<file path="src/rtl/cs_occupancy_tracker_pkg.sv">
// Shared definitions for the channel occupancy tracker: FSM states, event type codes,
// default hysteresis counts and a saturating counter helper.
package cs_occupancy_tracker_pkg;

  typedef enum logic [1:0] {
    CS_VACANT   = 2'd0,
    CS_PEND_OCC = 2'd1,
    CS_OCCUPIED = 2'd2,
    CS_PEND_VAC = 2'd3
  } cs_state_e;

  localparam logic CS_EVT_VAC = 1'b0;
  localparam logic CS_EVT_OCC = 1'b1;

  localparam int CS_DEFAULT_ON_COUNT  = 4;
  localparam int CS_DEFAULT_OFF_COUNT = 8;

  // Statistics stick at all-ones instead of wrapping back to zero.
  function automatic logic [31:0] sat_inc(input logic [31:0] value);
    return (value == 32'hFFFF_FFFF) ? value : value + 32'd1;
  endfunction

endpackage

</file>
<file path="src/rtl/cs_event_fifo.sv">
// First-word fall-through event FIFO with flush and a drop-on-full indication.
// A push while full only succeeds if the head is popped in the same cycle.
module cs_event_fifo #(
  parameter int WIDTH = 32,
  parameter int AW    = 4
) (
  input  logic             clk,
  input  logic             rst,
  input  logic             flush,
  input  logic             push,
  input  logic [WIDTH-1:0] data_in,
  input  logic             pop,
  output logic [WIDTH-1:0] data_out,
  output logic             empty,
  output logic             full,
  output logic             overflow
);

  localparam int DEPTH = 1 << AW;

  logic [WIDTH-1:0] mem [DEPTH];
  logic [AW:0]      wr_ptr;
  logic [AW:0]      rd_ptr;
  logic             do_push;
  logic             do_pop;

  assign empty    = (wr_ptr == rd_ptr);
  assign full     = (wr_ptr[AW] != rd_ptr[AW]) && (wr_ptr[AW-1:0] == rd_ptr[AW-1:0]);
  assign do_pop   = pop && !empty;
  assign do_push  = push && (!full || do_pop);
  assign overflow = push && full && !do_pop;
  assign data_out = empty ? '0 : mem[rd_ptr[AW-1:0]];

  always_ff @(posedge clk) begin
    if (do_push) begin
      mem[wr_ptr[AW-1:0]] <= data_in;
    end
  end

  // Extra pointer bit distinguishes full from empty when the indices match.
  always_ff @(posedge clk) begin
    if (!rst || flush) begin
      wr_ptr <= '0;
      rd_ptr <= '0;
    end else begin
      if (do_push) wr_ptr <= wr_ptr + 1'b1;
      if (do_pop)  rd_ptr <= rd_ptr + 1'b1;
    end
  end

endmodule

</file>
<file path="src/rtl/cs_occupancy_tracker.sv">
// Debounces energy-detector decisions into a channel-occupied flag, logs timestamped
// occupancy transitions into an event FIFO and keeps saturating window statistics.
module cs_occupancy_tracker
  import cs_occupancy_tracker_pkg::*;
#(
  parameter int ON_COUNT   = CS_DEFAULT_ON_COUNT,
  parameter int OFF_COUNT  = CS_DEFAULT_OFF_COUNT,
  parameter int FIFO_DEPTH = 16,
  parameter int FIFO_AW    = 4
) (
  input  logic        clk,
  input  logic        rst,
  input  logic        run,
  input  logic        present_next,
  input  logic [31:0] present_nextcount,
  input  logic        clear,
  input  logic        irq_en,
  input  logic        evt_rd,
  output logic [31:0] evt_data,
  output logic        evt_valid,
  output logic        evt_overflow,
  output logic        occupied,
  output logic [31:0] occ_windows,
  output logic [31:0] total_windows,
  output logic        irq
);

  localparam logic [7:0] ON_LIM  = 8'(ON_COUNT);
  localparam logic [7:0] OFF_LIM = 8'(OFF_COUNT);

  if (FIFO_DEPTH != (1 << FIFO_AW)) begin : g_depth_check
    $error("FIFO_DEPTH must equal 2**FIFO_AW");
  end

  cs_state_e   state;
  logic [7:0]  streak;
  logic        primed;
  logic [31:0] last_count;
  logic [31:0] ts;
  logic        dec;
  logic        enter_occ;
  logic        enter_vac;
  logic        push_evt;
  logic [31:0] evt_word;
  logic        fifo_empty;
  logic        fifo_full;
  logic        fifo_overflow;

  assign dec = run && primed && (present_nextcount != last_count);

  // Transition pulses are needed combinationally so the push lands in the dec cycle.
  always_comb begin
    enter_occ = 1'b0;
    enter_vac = 1'b0;
    if (dec) begin
      unique case (state)
        CS_VACANT:   enter_occ = present_next && (ON_LIM == 8'd1);
        CS_PEND_OCC: enter_occ = present_next && ((streak + 8'd1) == ON_LIM);
        CS_OCCUPIED: enter_vac = !present_next && (OFF_LIM == 8'd1);
        CS_PEND_VAC: enter_vac = !present_next && ((streak + 8'd1) == OFF_LIM);
      endcase
    end
  end

  always_ff @(posedge clk) begin
    if (!rst) begin
      state    <= CS_VACANT;
      streak   <= '0;
      occupied <= 1'b0;
    end else if (dec) begin
      unique case (state)
        CS_VACANT: begin
          if (present_next) begin
            if (enter_occ) begin
              state    <= CS_OCCUPIED;
              streak   <= '0;
              occupied <= 1'b1;
            end else begin
              state  <= CS_PEND_OCC;
              streak <= 8'd1;
            end
          end
        end
        CS_PEND_OCC: begin
          if (!present_next) begin
            state  <= CS_VACANT;
            streak <= '0;
          end else if (enter_occ) begin
            state    <= CS_OCCUPIED;
            streak   <= '0;
            occupied <= 1'b1;
          end else begin
            streak <= streak + 8'd1;
          end
        end
        CS_OCCUPIED: begin
          if (!present_next) begin
            if (enter_vac) begin
              state    <= CS_VACANT;
              streak   <= '0;
              occupied <= 1'b0;
            end else begin
              state  <= CS_PEND_VAC;
              streak <= 8'd1;
            end
          end
        end
        CS_PEND_VAC: begin
          if (present_next) begin
            state  <= CS_OCCUPIED;
            streak <= '0;
          end else if (enter_vac) begin
            state    <= CS_VACANT;
            streak   <= '0;
            occupied <= 1'b0;
          end else begin
            streak <= streak + 8'd1;
          end
        end
      endcase
    end
  end

  // Clear wins over a same-cycle decision: its statistics update is discarded.
  always_ff @(posedge clk) begin
    if (!rst) begin
      primed        <= 1'b0;
      last_count    <= '0;
      ts            <= '0;
      total_windows <= '0;
      occ_windows   <= '0;
      evt_overflow  <= 1'b0;
    end else begin
      primed     <= 1'b1;
      last_count <= present_nextcount;
      if (clear) begin
        ts            <= '0;
        total_windows <= '0;
        occ_windows   <= '0;
        evt_overflow  <= 1'b0;
      end else begin
        if (run) ts <= ts + 32'd1;
        if (dec) begin
          total_windows <= sat_inc(total_windows);
          if (occupied) occ_windows <= sat_inc(occ_windows);
        end
        if (fifo_overflow) evt_overflow <= 1'b1;
      end
    end
  end

  assign push_evt = (enter_occ || enter_vac) && !clear;
  assign evt_word = {enter_occ ? CS_EVT_OCC : CS_EVT_VAC, ts[30:0]};

  cs_event_fifo #(
    .WIDTH(32),
    .AW   (FIFO_AW)
  ) u_event_fifo (
    .clk     (clk),
    .rst     (rst),
    .flush   (clear),
    .push    (push_evt),
    .data_in (evt_word),
    .pop     (evt_rd),
    .data_out(evt_data),
    .empty   (fifo_empty),
    .full    (fifo_full),
    .overflow(fifo_overflow)
  );

  assign evt_valid = !fifo_empty;
  assign irq       = irq_en && evt_valid;

endmodule

</file>
<file path="config.mk">
export PLATFORM = sky130hd
export DESIGN_NAME = cs_occupancy_tracker
export DESIGN_NICKNAME = d
export VERILOG_FILES = /design/src/rtl/cs_occupancy_tracker_pkg.sv /design/src/rtl/cs_event_fifo.sv /design/src/rtl/cs_occupancy_tracker.sv
export SDC_FILE = /design/constraint.sdc
export NUM_CORES = 1
export LEC_CHECK = 0
export BUFFER_PORTS_ARGS = -buffer_cell sky130_fd_sc_hd__buf_2
export CAP_MARGIN = 20
export CELL_PAD_IN_SITES_DETAIL_PLACEMENT = 1
export CELL_PAD_IN_SITES_GLOBAL_PLACEMENT = 2
export CORE_MARGIN = 2
export CORE_UTILIZATION = 49
export DETAILED_ROUTE_END_ITERATION = 8
export PLACE_DENSITY_LB_ADDON = 0.25
export RECOVER_POWER = 25
export SLEW_MARGIN = 40
export SYNTH_ARGS = -nofsm -noshare
export SYNTH_HDL_FRONTEND = slang
export SYNTH_SLANG_ARGS = --single-unit
</file>
<file path="constraint.sdc">
create_clock -name clk -period 14.4 [get_ports clk]
set_input_delay 0.72 -clock clk [delete_from_list [all_inputs] [get_ports clk]]
set_output_delay 0.72 -clock clk [all_outputs]
set_load 0.02 [all_outputs]
</file>
==> results of run 1 <==
==> synthesized netlist by cell type, types with 3 or more instances <==
cell type	number
buf_2	25
nand3_1	39
o21a_1	4
edfxtp_1	512
o21ai_0	28
dfxtp_1	154
buf_1	3
or3_1	21
o211ai_1	4
inv_1	19
nand2b_1	3
mux2i_1	43
a21oi_1	29
o31ai_1	3
or4_1	6
nand4_1	41
or2_2	6
and3_1	27
and4_1	10
and2_1	42
nor2_1	96
xor2_1	70
a31oi_1	3
mux4_2	128
nand2_1	57
ha_1	10
nor3_1	15
nor4_1	21
clkbuf_1	56
a211oi_1	64
nor2b_1	38
xnor2_1	34
o21bai_1	3
nor3_2	3
==> where the power goes <==
part / internal (mW) / total [mW] / switching [mW] / leakage, nW
registers: 2.05 / 2.05 / 0.00453 / 6.93
clock network: 1.12 / 1.86 / 0.740 / 1.16
logic: 0.0134 / 0.0348 / 0.0214 / 3.01
total: 3.18 / 3.94 / 0.766 / 11.1
==> worst max-delay path, cell delays in order (launching register included) <==
cell      delay [ns]
dfxtp_4         0.70
buf_4           0.55
buf_4           0.66
mux4_2          0.33
nor2b_1         0.17
a211oi_1        0.09
a211oi_1        0.56
buf_2           0.28
==> cell type report <==
cell class / count / share of cell area (%)
tap: 696 / 2.816
sequential: 666 / 59.73
inverter: 19 / 0.2306
multi-input combinational: 888 / 26.12
clock buffer: 102 / 6.623
clock inverter: 26 / 1.084
timing repair buffer: 164 / 3.395
antenna: 1 / 0.008092
==> worst paths after layout <==
kind	to	slack (ns)	cells after the start
hold reg to reg	evt_overflow	0.48	1
setup reg to reg	u_event_fifo.mem[2][10]	10.04	9
setup / recovery	evt_data[4]	9.71	7
hold / removal	last_count[31]	0.35	2
==> stage by stage <==
| stage | total power, mW | instances | setup slack (ns) | hold WS (ns) |
|---|---|---|---|---|
| after global routing | 4.058 | 2561 | 9.552 | 0.3429 |
| after detailed placement | 2.127 | 2430 | 9.675 | 0.4631 |
| after global placement | 2.126 | 2421 | 10.11 | 0.4470 |
| after CTS | 3.983 | 2558 | 9.619 | 0.3249 |
| after floorplan | 2.113 | 1659 | 9.495 | 0.4588 |
| final | 3.944 | 2562 | 9.709 | 0.3514 |
==> cell families (layout without fill, tap and decap cells) <==
group / Yosys count / count (layout) / share of synthesized area (%)
flip-flops: 666 / 666 / 68.78
AND/OR/NAND/NOR: 442 / 442 / 9.088
multiplexers: 172 / 172 / 12.39
AO/OA/AOI/OAI: 160 / 160 / 4.252
buffers and inverters: 105 / 311 / 1.627
XOR/XNOR: 104 / 104 / 3.394
adder cells (fa/ha/maj): 10 / 10 / 0.4663
other: 0 / 1 / 0
==> cell usage in the layout (no fill, tap or decap), types with 20 or more instances in the layout <==
master,count
o21ai_0,28
a21oi_1,29
mux2i_1,43
or3_1,21
dfxtp_1,150
nand4_1,41
nand3_1,39
xor2_1,70
xnor2_1,34
clkbuf_16,74
nor2b_1,37
edfxtp_1,512
nor2_1,91
buf_2,137
and2_1,25
nor4_1,20
a211oi_1,64
nand2_1,57
mux4_2,128
==> state kept, by name, summed over array words and instances (netlist names), named ones only <==
name / count
primed: 1
ts: 31
total_windows: 32
evt_overflow: 1
occupied: 1
state: 1
u_event_fifo.rd_ptr: 5
last_count: 32
streak: 8
u_event_fifo.mem: 512
occ_windows: 32
u_event_fifo.wr_ptr: 5
==> routing by layer <==
metal	global-route usage, %	wire, um	vias to the layer above
met4	7.140	1360	0
met5	0	0	-
met1	29.55	26470	7819
met3	3.552	2520	87
met2	38.35	31540	322
li1	-	-	6796
==> summary.txt, run 1 <==
Fin crit period = 4.691 ns
CORE AREA = 54,030 sq um
Final Skew = 0.02337 ns
Die area = 56,650 sq um
FMAX = 0.2132 GHz
FP Rows = 85
Final GP Congestion = 0.7671
Setup Fix Bufs, Post-CTS = 0
WL/cell = 24.16 um
Critical path endpoint category = output port
Type of origin of the critical path = register
Top FF cell, synth = edfxtp_1
DR vias = 15.02k
Initial Util = 49.67%
Via density = 5.864
Multi-input combinational cell area = 8077 sq um
RSZ-0062 raised after global routing = false
Crit path DAT = 3.97 ns
Root buf cell = clkbuf_16
Leakage Power = 11.10 nW
VDD IR-drop max = 83.45 uV
Final wirelength = 61.89 mm
Layout cell share with drive strength beyond 1 = 23.65%
Tcrit/Tclk final = 32.57%
H-tree Lvls = 3
Drt drc = 0
Sequential Area = 18,470 sq um
Initial DRC Count = 858
Final ANT Viol Nets = 0
HP Class = primary input to register
Max-slew violation count = 0
Final instance area = 30,920 sq um
P&R area growth vs syn = 15.24%
Top cells by area, synth = edfxtp_1 (57%), dfxtp_1 (11%), mux4_2 (11%), xor2_1 (2.3%), a211oi_1 (1.8%)
Buffers on Ports = 138
Library cells used by synthesis = 67
Post-CTS sizing = 0
Hold path start = present_nextcount[31]
DRT Pass-1 Iters = 4
Asr flop ratio synth = 0%
First-pass GRT wire length = 96.48 mm
Setup CP Type = register to output port
Synthesized netlist cell count = 1,659
Cts bufs inserted = 71
Mean Syn Cell Area = 16.18 sq um
Sum Neg Setup Slack = 0 ns
Vert. Die Dim = 238.0 um
Post-synthesis net count = 1,708
Post-synthesis sequential area ratio = 68.78%
Chip width = 238.0 um
Clock Sinks = 666
Status = complete, no violations
Ys Warns = 0
Synthesized flop and latch total = 666
Final hold violation count = 0
# hold bufs at CTS = 0
Max_slew headroom = 1.152%
Clk Latency, worst-skew pair = 0.61 ns
Number of I/O pins = 139
WP data required = 13.68 ns
GRT Residual Overflow = 0
Post-synth EDFFs = 512
Largest net degree at the start of global routing = 76
CTS tree = done
Final core occ = 57.24%
Reg clk slew, reported paths = 0.06 ns
FILL cells = 4,969
Synthesized cell area = 26,830 sq um
CP max FO = 39
Initial antenna violation count = 0
Synth area leader = edfxtp_1
Worst-Margin Slew = 1.483 ns
GRT Total Usage = 22.41%
Nets = 1,859
Vias in the first global route = 16.20k
Max_cap viols = 0
Clock Path Buffers = 3
Post-DP HPWL = 37.03 mm
Placed cell areas = 28,510 sq um
Pwr Density = 127.5 nW/um^2
Final setup viols = 0
FF-to-FF Start = streak[0]
Share of the synthesized area in the top cell type = 57.29%
(Power assumes the default switching activity.)
==> inputs of run 2 (changes only) <==
--- a/config.mk
+++ b/config.mk
@@ -5,12 +5,13 @@
 export SDC_FILE = /design/constraint.sdc
 export NUM_CORES = 1
 export LEC_CHECK = 0
+export ABC_AREA = 1
 export BUFFER_PORTS_ARGS = -buffer_cell sky130_fd_sc_hd__buf_2
 export CAP_MARGIN = 20
 export CELL_PAD_IN_SITES_DETAIL_PLACEMENT = 1
 export CELL_PAD_IN_SITES_GLOBAL_PLACEMENT = 2
 export CORE_MARGIN = 2
-export CORE_UTILIZATION = 49
+export CORE_UTILIZATION = 41
 export DETAILED_ROUTE_END_ITERATION = 8
 export PLACE_DENSITY_LB_ADDON = 0.25
 export RECOVER_POWER = 25
==> constraint.sdc (replaced) <==
create_clock -name clk -period 4.5 [get_ports clk]
set_input_delay 0.225 -clock clk [delete_from_list [all_inputs] [get_ports clk]]
set_output_delay 0.225 -clock clk [all_outputs]
set_load 0.02 [all_outputs]
==> run 2 against run 1 <==
Effect of this change:
- the run now ends with capacitance limit, slew limit left
- count of clock-buffer cells in the layout is 2 higher
- total power grew to 3.2 times the previous value
- global-route usage is 0.17 points lower
- largest power group unchanged
==> summary.txt, run 2 <==
Worst path slowest cell = dfxtp_4 (unchanged)
First-pass GRT wire length = 122.2 mm (was 96.48 mm)
Reg clk slew, reported paths = 0.05 ns (was 0.06 ns)
H-tree Lvls = 3 (unchanged)
Final Skew = 0.02821 ns (was 0.02337 ns)
Setup CP Type = register to output port (unchanged)
WP data required = 4.28 ns (was 13.68 ns)
Library cells used by synthesis = 36 (was 67)
Synthesized cell area = 28,480 sq um (was 26,830 sq um)
Max_cap viols = 1 (was 0)
Post-synth EDFFs = 512 (unchanged)
Largest net degree at the start of global routing = 101 (was 76)
Post-Synth Adder-Cell Area = 0.4393% (was 0.4663%)
Failing checks = capacitance limit, slew limit
Fin crit period = 3.556 ns
Pwr Density = 383.6 nW/um^2 (was 127.5 nW/um^2)
Critical path's top delay family = buffers and inverters (unchanged)
Synthesized netlist cell count = 2,563 (was 1,659)
Crit-path cells = inv_8 -> buf_4 -> o211ai_1 -> nand3_1 -> a21oi_1 -> buf_2 (was buf_4 -> buf_4 -> mux4_2 -> nor2b_1 -> a211oi_1 -> a211oi_1 -> buf_2)
Synth Area in XOR/XNOR = 2.860% (was 3.394%)
Post-Synth Simple-Gate Area = 11.08% (was 9.088%)
Cts bufs inserted = 74 (was 71)
FF-to-FF Start = streak[0] (unchanged)
Asr flop ratio synth = 0% (unchanged)
Vias in the first global route = 21.30k (was 16.20k)
DRT Pass-1 Iters = 5 (was 4)
Slowest cell delay on critical path = 0.80 ns (was 0.70 ns)
Commonest non-fill, non-tap cell in the layout = edfxtp_1 (unchanged)
Via density = 5.389 (was 5.864)
Top FF cell, synth = edfxtp_1 (unchanged)
Share of the synthesized area in the top cell type = 53.98% (was 57.29%)
Hold path start = evt_rd (was present_nextcount[31])
FP Rows = 96 (was 85)
Post-synthesis net count = 2,612 (was 1,708)
CTS tree = done (unchanged)
Synthesized flop and latch total = 666 (unchanged)
Layout cell share with drive strength beyond 1 = 11.81% (was 23.65%)
Type of origin of the critical path = register (unchanged)
Final GP Congestion = 0.8553 (was 0.7671)
RSZ-0062 raised after global routing = false (unchanged)
Final wirelength = 79.03 mm (was 61.89 mm)
Post-synthesis sequential area ratio = 64.81% (was 68.78%)
P&R area growth vs syn = 15.86% (was 15.24%)
VDD IR-drop max = 239.2 uV (was 83.45 uV)
Crit path DAT = 3.33 ns (was 3.97 ns)
Critical path endpoint category = output port (unchanged)
Clock Sinks = 666 (unchanged)
Max_slew headroom = -11.10% (was 1.152%)
Initial Util = 41.45% (was 49.67%)
Clock Path Buffers = 3 (unchanged)
Die area = 71,590 sq um (was 56,650 sq um)
HP Class = primary input to register (unchanged)
Bufs and invs on worst path = 3 (unchanged)
Final ANT Viol Nets = 0 (unchanged)
Clk Latency, worst-skew pair = 0.63 ns (was 0.61 ns)
Final setup viols = 0 (unchanged)
WL/cell = 21.26 um (was 24.16 um)
Final hold violation count = 0 (unchanged)
Root buf cell = clkbuf_16 (unchanged)
Fraction of synthesized area in multiplexers = 4.499% (was 12.39%)
Status = finished with violations (was complete, no violations)
Largest family of logic cells by synthesized area = simple AND/OR/NAND/NOR gates (was multiplexers)
Worst hold slack = 0.03492 ns (was 0.3514 ns)
GRT Total Usage = 22.23% (was 22.41%)
Drt drc = 0 (unchanged)
Mean Syn Cell Area = 11.11 sq um (was 16.18 sq um)
FMAX = 0.2812 GHz
GRT Residual Overflow = 0 (unchanged)
CP max FO = 100 (was 39)
Worst-Margin Slew = 1.666 ns (was 1.483 ns)
Nets = 2,781 (was 1,859)
Initial antenna violation count = 2 (was 0)
Synth Area in Compound Gates = 10.74% (was 4.252%)
Synth cell count leaders = edfxtp_1 (512), nand2_1 (318), inv_1 (270) (was edfxtp_1 (512), dfxtp_1 (154), mux4_2 (128))
Leakage Power = 11.55 nW (was 11.10 nW)
Final core occ = 48.03% (was 57.24%)
N_diodes = 0 (was 1)
Chip width = 267.6 um (was 238.0 um)
Setup Fix Bufs, Post-CTS = 0 (unchanged)
CORE AREA = 68,710 sq um (was 54,030 sq um)
Number of I/O pins = 139 (unchanged)
Vert. Die Dim = 267.6 um (was 238.0 um)
FF-to-FF setup slack = 1.28 ns (was 10.04 ns)
DR vias = 20.03k (was 15.02k)
Buffers on Ports = 138 (unchanged)
Most frequent cells in the layout = edfxtp_1 (512), nand2_1 (318), inv_1 (265), a21oi_1 (255) (was edfxtp_1 (512), dfxtp_1 (150), buf_2 (137), mux4_2 (128), nor2_1 (91))
Power, Total = 12.66 mW (was 3.944 mW)
Post-CTS sizing = 0 (unchanged)
Post-DP HPWL = 48.92 mm (was 37.03 mm)
Top cells by area, synth = edfxtp_1 (54%), dfxtp_1 (11%), mux2i_1 (4.5%), a21oi_1 (4.5%), nand2_1 (4.2%) (was edfxtp_1 (57%), dfxtp_1 (11%), mux4_2 (11%), xor2_1 (2.3%), a211oi_1 (1.8%))
Synth area leader = edfxtp_1 (unchanged)
Ys Warns = 0 (unchanged)
Sum Neg Setup Slack = 0 ns (unchanged)
Max reg flops = 512 (unchanged)
Most frequent cell after synthesis = edfxtp_1 (unchanged)
Max-slew violation count = 38 (was 0)
Initial DRC Count = 1,182 (was 858)
Tcrit/Tclk final = 79.03%
[run 2: cell count changes in the layout (fill, tap and decap cells not counted), sizes merged, moves of 42 or more]
cell	before	now
nand3	39	157
mux2i	43	128
nand2	57	322
o21ai	30	155
a211oi	64	0
nor2	96	141
and2	42	0
inv	21	272
mux4	128	0
a21oi	29	256
o211ai	4	128
nor3	18	60
[run 2: through the flow]
stage	instances	worst slack, ns	area, sq um
after floorplan	2563	0.2043	28480
after global placement	3552	1.377	30280
after detailed placement	3552	1.274	30290
after CTS	3716	0.9577	32980
after global routing	3717	0.8092	33000
final	3717	0.9437	33000
[run 2: worst paths after layout]
path | endpoint | depth (start not counted)
worst max-delay path | evt_data[11] | 6
worst min-delay path | register | 3
worst max register to register | u_event_fifo.mem[15][12] | 12
worst min register to register | evt_overflow | 2
[run 2: logic make-up (layout without fill, tap and decap cells)]
family          count (synthesis)  in the layout
simple gates                  721            721
flops                         666            666
compound gates                544            544
buf+inv                       401            624
mux                           128            128
xor+xnor                       93             93
fa+ha+maj                      10             10
[run 2: final cells by class]
cell class | count | area [sq um]
Clock buffer | 104 | 2090
Clock inverter | 26 | 264.0
Fill cell | 7433 | 35710
Inverter | 272 | 1031
Multi-Input combinational cell | 1496 | 8527
Sequential cell | 666 | 18470
Tap cell | 931 | 1165
Timing Repair Buffer | 222 | 1455
[run 2: power by group]
part	internal [mW]	switching, mW
Combinational	0.0704	0.0991
Sequential	6.55	0.0135
Clock	3.48	2.45
[run 2: what timing repair did]
action                                  CTS  global route
endpoints found under the setup margin    0             0
hold buffers                             34             0
endpoints found under the hold margin    34             0
[run 2: per-layer routing]
layer,GRT usage [%],vias up,wire (um)
met5,0,-,0
met4,6.613,0,2080
met3,3.604,140,3399
met2,39.21,397,39710
met1,28.02,10130,33840
li1,-,9369,-
[run 2: tightest hold or removal path: cells and delay by family]
| family | cells | cell delay (ns) |
|---|---|---|
| buffers and inverters | 1 | 0.09 |
| AOI/OAI and AO/OA | 1 | 0.11 |
| and+or+nand+nor | 1 | 0.16 |
==> inputs of run 3 (changes only) <==
--- a/config.mk
+++ b/config.mk
@@ -5,13 +5,13 @@
 export SDC_FILE = /design/constraint.sdc
 export NUM_CORES = 1
 export LEC_CHECK = 0
-export ABC_AREA = 1
+export ABC_AREA = 0
 export BUFFER_PORTS_ARGS = -buffer_cell sky130_fd_sc_hd__buf_2
 export CAP_MARGIN = 20
 export CELL_PAD_IN_SITES_DETAIL_PLACEMENT = 1
 export CELL_PAD_IN_SITES_GLOBAL_PLACEMENT = 2
 export CORE_MARGIN = 2
-export CORE_UTILIZATION = 41
+export CORE_UTILIZATION = 45
 export DETAILED_ROUTE_END_ITERATION = 8
 export PLACE_DENSITY_LB_ADDON = 0.25
 export RECOVER_POWER = 25
==> constraint.sdc (replaced) <==
create_clock -name clk -period 3.41 [get_ports clk]
set_input_delay 0.1705 -clock clk [delete_from_list [all_inputs] [get_ports clk]]
set_output_delay 0.1705 -clock clk [all_outputs]
set_load 0.02 [all_outputs]
==> run 3 against run 2 <==
Effect of this change:
- the flow now finishes without violations
- worst setup slack worse by 0.77 ns
- die area is 14% lower
- via count is 22% lower
- largest cell class unchanged
- highest routed layer unchanged
==> summary.txt, run 3 (same netlist as run 1, synthesis figures left out) <==
Status = complete, no violations (was finished with violations)
Commonest non-fill, non-tap cell in the layout = edfxtp_1 (unchanged)
Max_slew headroom = 22.37% (was -11.10%)
Vert. Die Dim = 248.2 um (was 267.6 um)
Chip width = 248.2 um (was 267.6 um)
Vias in the first global route = 16.72k (was 21.30k)
Cts bufs inserted = 70 (was 74)
Final ANT Viol Nets = 0 (unchanged)
Most used cell, CP = buf_12
FF-to-FF setup slack = 0.22 ns (was 1.28 ns)
FP Rows = 89 (was 96)
Setup CP Type = register to output port (unchanged)
Worst-Margin Slew = 1.164 ns (was 1.666 ns)
Clock Sinks = 666 (unchanged)
Pwr Density = 516.7 nW/um^2 (was 383.6 nW/um^2)
Initial DRC Count = 989 (was 1,182)
Final setup viols = 0 (unchanged)
WP data required = 3.24 ns (was 4.28 ns)
Layout cell share with drive strength beyond 1 = 24.09% (was 11.81%)
GRT Total Usage = 21.70% (was 22.23%)
FILL cells = 5,600 (was 7,433)
Final Skew = 0.01688 ns (was 0.02821 ns)
Largest net degree at the start of global routing = 53 (was 101)
Nets = 1,953 (was 2,781)
FMAX = 0.3091 GHz
Hold path start = clear (was evt_rd)
Most frequent cells in the layout = edfxtp_1 (512), dfxtp_1 (146), buf_2 (138), mux4_2 (128), nor2_1 (92) (was edfxtp_1 (512), nand2_1 (318), inv_1 (265), a21oi_1 (255))
Number of I/O pins = 139 (unchanged)
Max_cap viols = 0 (was 1)
Hold EP = u_event_fifo.wr_ptr[3]
Crit-path cells = buf_12 -> buf_12 -> mux4_2 -> mux2i_2 -> a211oi_1 -> buf_4 -> buf_2 (was inv_8 -> buf_4 -> o211ai_1 -> nand3_1 -> a21oi_1 -> buf_2)
Drt drc = 0 (unchanged)
Hold depth = 4 (was 3)
Clock Path Buffers = 3 (unchanged)
Initial antenna violation count = 1 (was 2)
Slowest cell delay on critical path = 0.55 ns (was 0.80 ns)
Worst Reg-to-Reg Cells = 10 (was 12)
RSZ-0062 raised after global routing = false (unchanged)
Reg clk slew, reported paths = 0.05 ns (about the same)
Via density = 5.696 (was 5.389)
Post-route non-filler standard cell count = 2,732 (was 3,717)
Leakage Power = 11.43 nW (was 11.55 nW)
Tcrit/Tclk final = 94.87%
Clk Latency, worst-skew pair = 0.61 ns (was 0.63 ns)
HP Class = primary input to register (unchanged)
Crit path DAT = 3.06 ns (was 3.33 ns)
CORE AREA = 59,020 sq um (was 68,710 sq um)
Max-slew violation count = 0 (was 38)
Die area = 61,600 sq um (was 71,590 sq um)
Final GP Congestion = 0.7715 (was 0.8553)
Buffers on Ports = 138 (unchanged)
Initial Util = 45.47% (was 41.45%)
Max reg flops = 512 (unchanged)
Final core occ = 53.63% (was 48.03%)
Type of origin of the critical path = register (unchanged)
DRT Pass-1 Iters = 5 (unchanged)
Sum Neg Setup Slack = 0 ns (unchanged)
WL/cell = 23.88 um (was 21.26 um)
DR vias = 15.56k (was 20.03k)
RR Endpoint = u_event_fifo.mem[15][20] (was u_event_fifo.mem[15][12])
First-pass GRT wire length = 100.5 mm (was 122.2 mm)
CTS tree = done (unchanged)
Root buf cell = clkbuf_16 (unchanged)
N_diodes = 0 (unchanged)
Cells after DPL = 2,568 (was 3,552)
VDD IR-drop max = 360.5 uV (was 239.2 uV)
Final wirelength = 65.25 mm (was 79.03 mm)
GRT Residual Overflow = 0 (unchanged)
H-tree Lvls = 3 (unchanged)
Final hold violation count = 0 (unchanged)
Fin crit period = 3.235 ns
P&R area growth vs syn = 17.95% (was 15.86%)
Worst path slowest cell = mux4_2 (was dfxtp_4)
CP max FO = 20 (was 100)
FF-to-FF Start = streak[1] (was streak[0])
Post-DP HPWL = 41.78 mm (was 48.92 mm)
Critical path endpoint category = output port (unchanged)
==> run 3: per-layer routing <==
metal	up-vias	global-route usage, %	routed length (um)
li1	6979	-	-
met4	0	5.882	1167
met1	8138	29.50	28550
met3	76	3.631	3142
met2	368	36.33	32380
met5	-	0	0
==> run 3: power by group <==
group / total [mW] / switching (mW) / internal (mW)
sequential: 8.65 / 0.0120 / 8.64
clock: 7.51 / 3.08 / 4.42
combinational: 0.195 / 0.107 / 0.0881
total: 16.4 / 3.20 / 13.2
==> run 3: worst max path at each step <==
stage,startpoint,to,slack (ns),depth (start not counted)
finish,register,evt_data[2],0.18,7
CTS,register,evt_data[2],0.02,7
global route,register,evt_data[2],0.04,7
detailed placement,streak[1],u_event_fifo.mem[3][26],0.16,8
floorplan,streak[1],u_event_fifo.mem[13][0],0.02,8
global placement,streak[1],u_event_fifo.mem[3][23],0.27,8
==> run 3: metrics by stage <==
step	hold slack, ns	power, mW	cell area (sq um)	setup slack, ns
detailed placement	0.4022	8.991	29100	0.1590
floorplan	0.1982	8.921	26880	0.02308
global placement	0.3996	8.985	29090	0.2727
global route	0.05942	16.86	31650	0.04105
CTS	0.02725	16.52	31700	0.02072
finish	0.03435	16.35	31650	0.1751
==> run 3: timing repair <==
| action | 4_1_cts | 5_1_grt |
|---|---|---|
| setup buffers | 0 | 1 |
| hold buffers | 35 | 0 |
| hold endpoints to repair | 41 | 0 |
| resized for setup | 0 | 3 |
| endpoints found under the setup margin | 0 | 442 |
==> run 3: worst max-delay path: cells and delay by family (launching register included) <==
| kind | cells | cell delay (ns) |
|---|---|---|
| multiplexers | 2 | 0.86 |
| buffers and inverters | 4 | 0.84 |
| flip-flops | 1 | 0.51 |
| AO/OA/AOI/OAI | 1 | 0.24 |
==> run 3: layout make-up <==
cell class / instances / area (sq um) / share of cell area (%)
well taps: 773 / 967.2 / 3.056
clock inverters: 30 / 284.0 / 0.8974
multi-input cells: 888 / 8048 / 25.43
repair buffers: 259 / 1833 / 5.791
clock buffers: 97 / 1969 / 6.222
inverters: 19 / 71.32 / 0.2253
flip-flops and latches: 666 / 18480 / 58.38
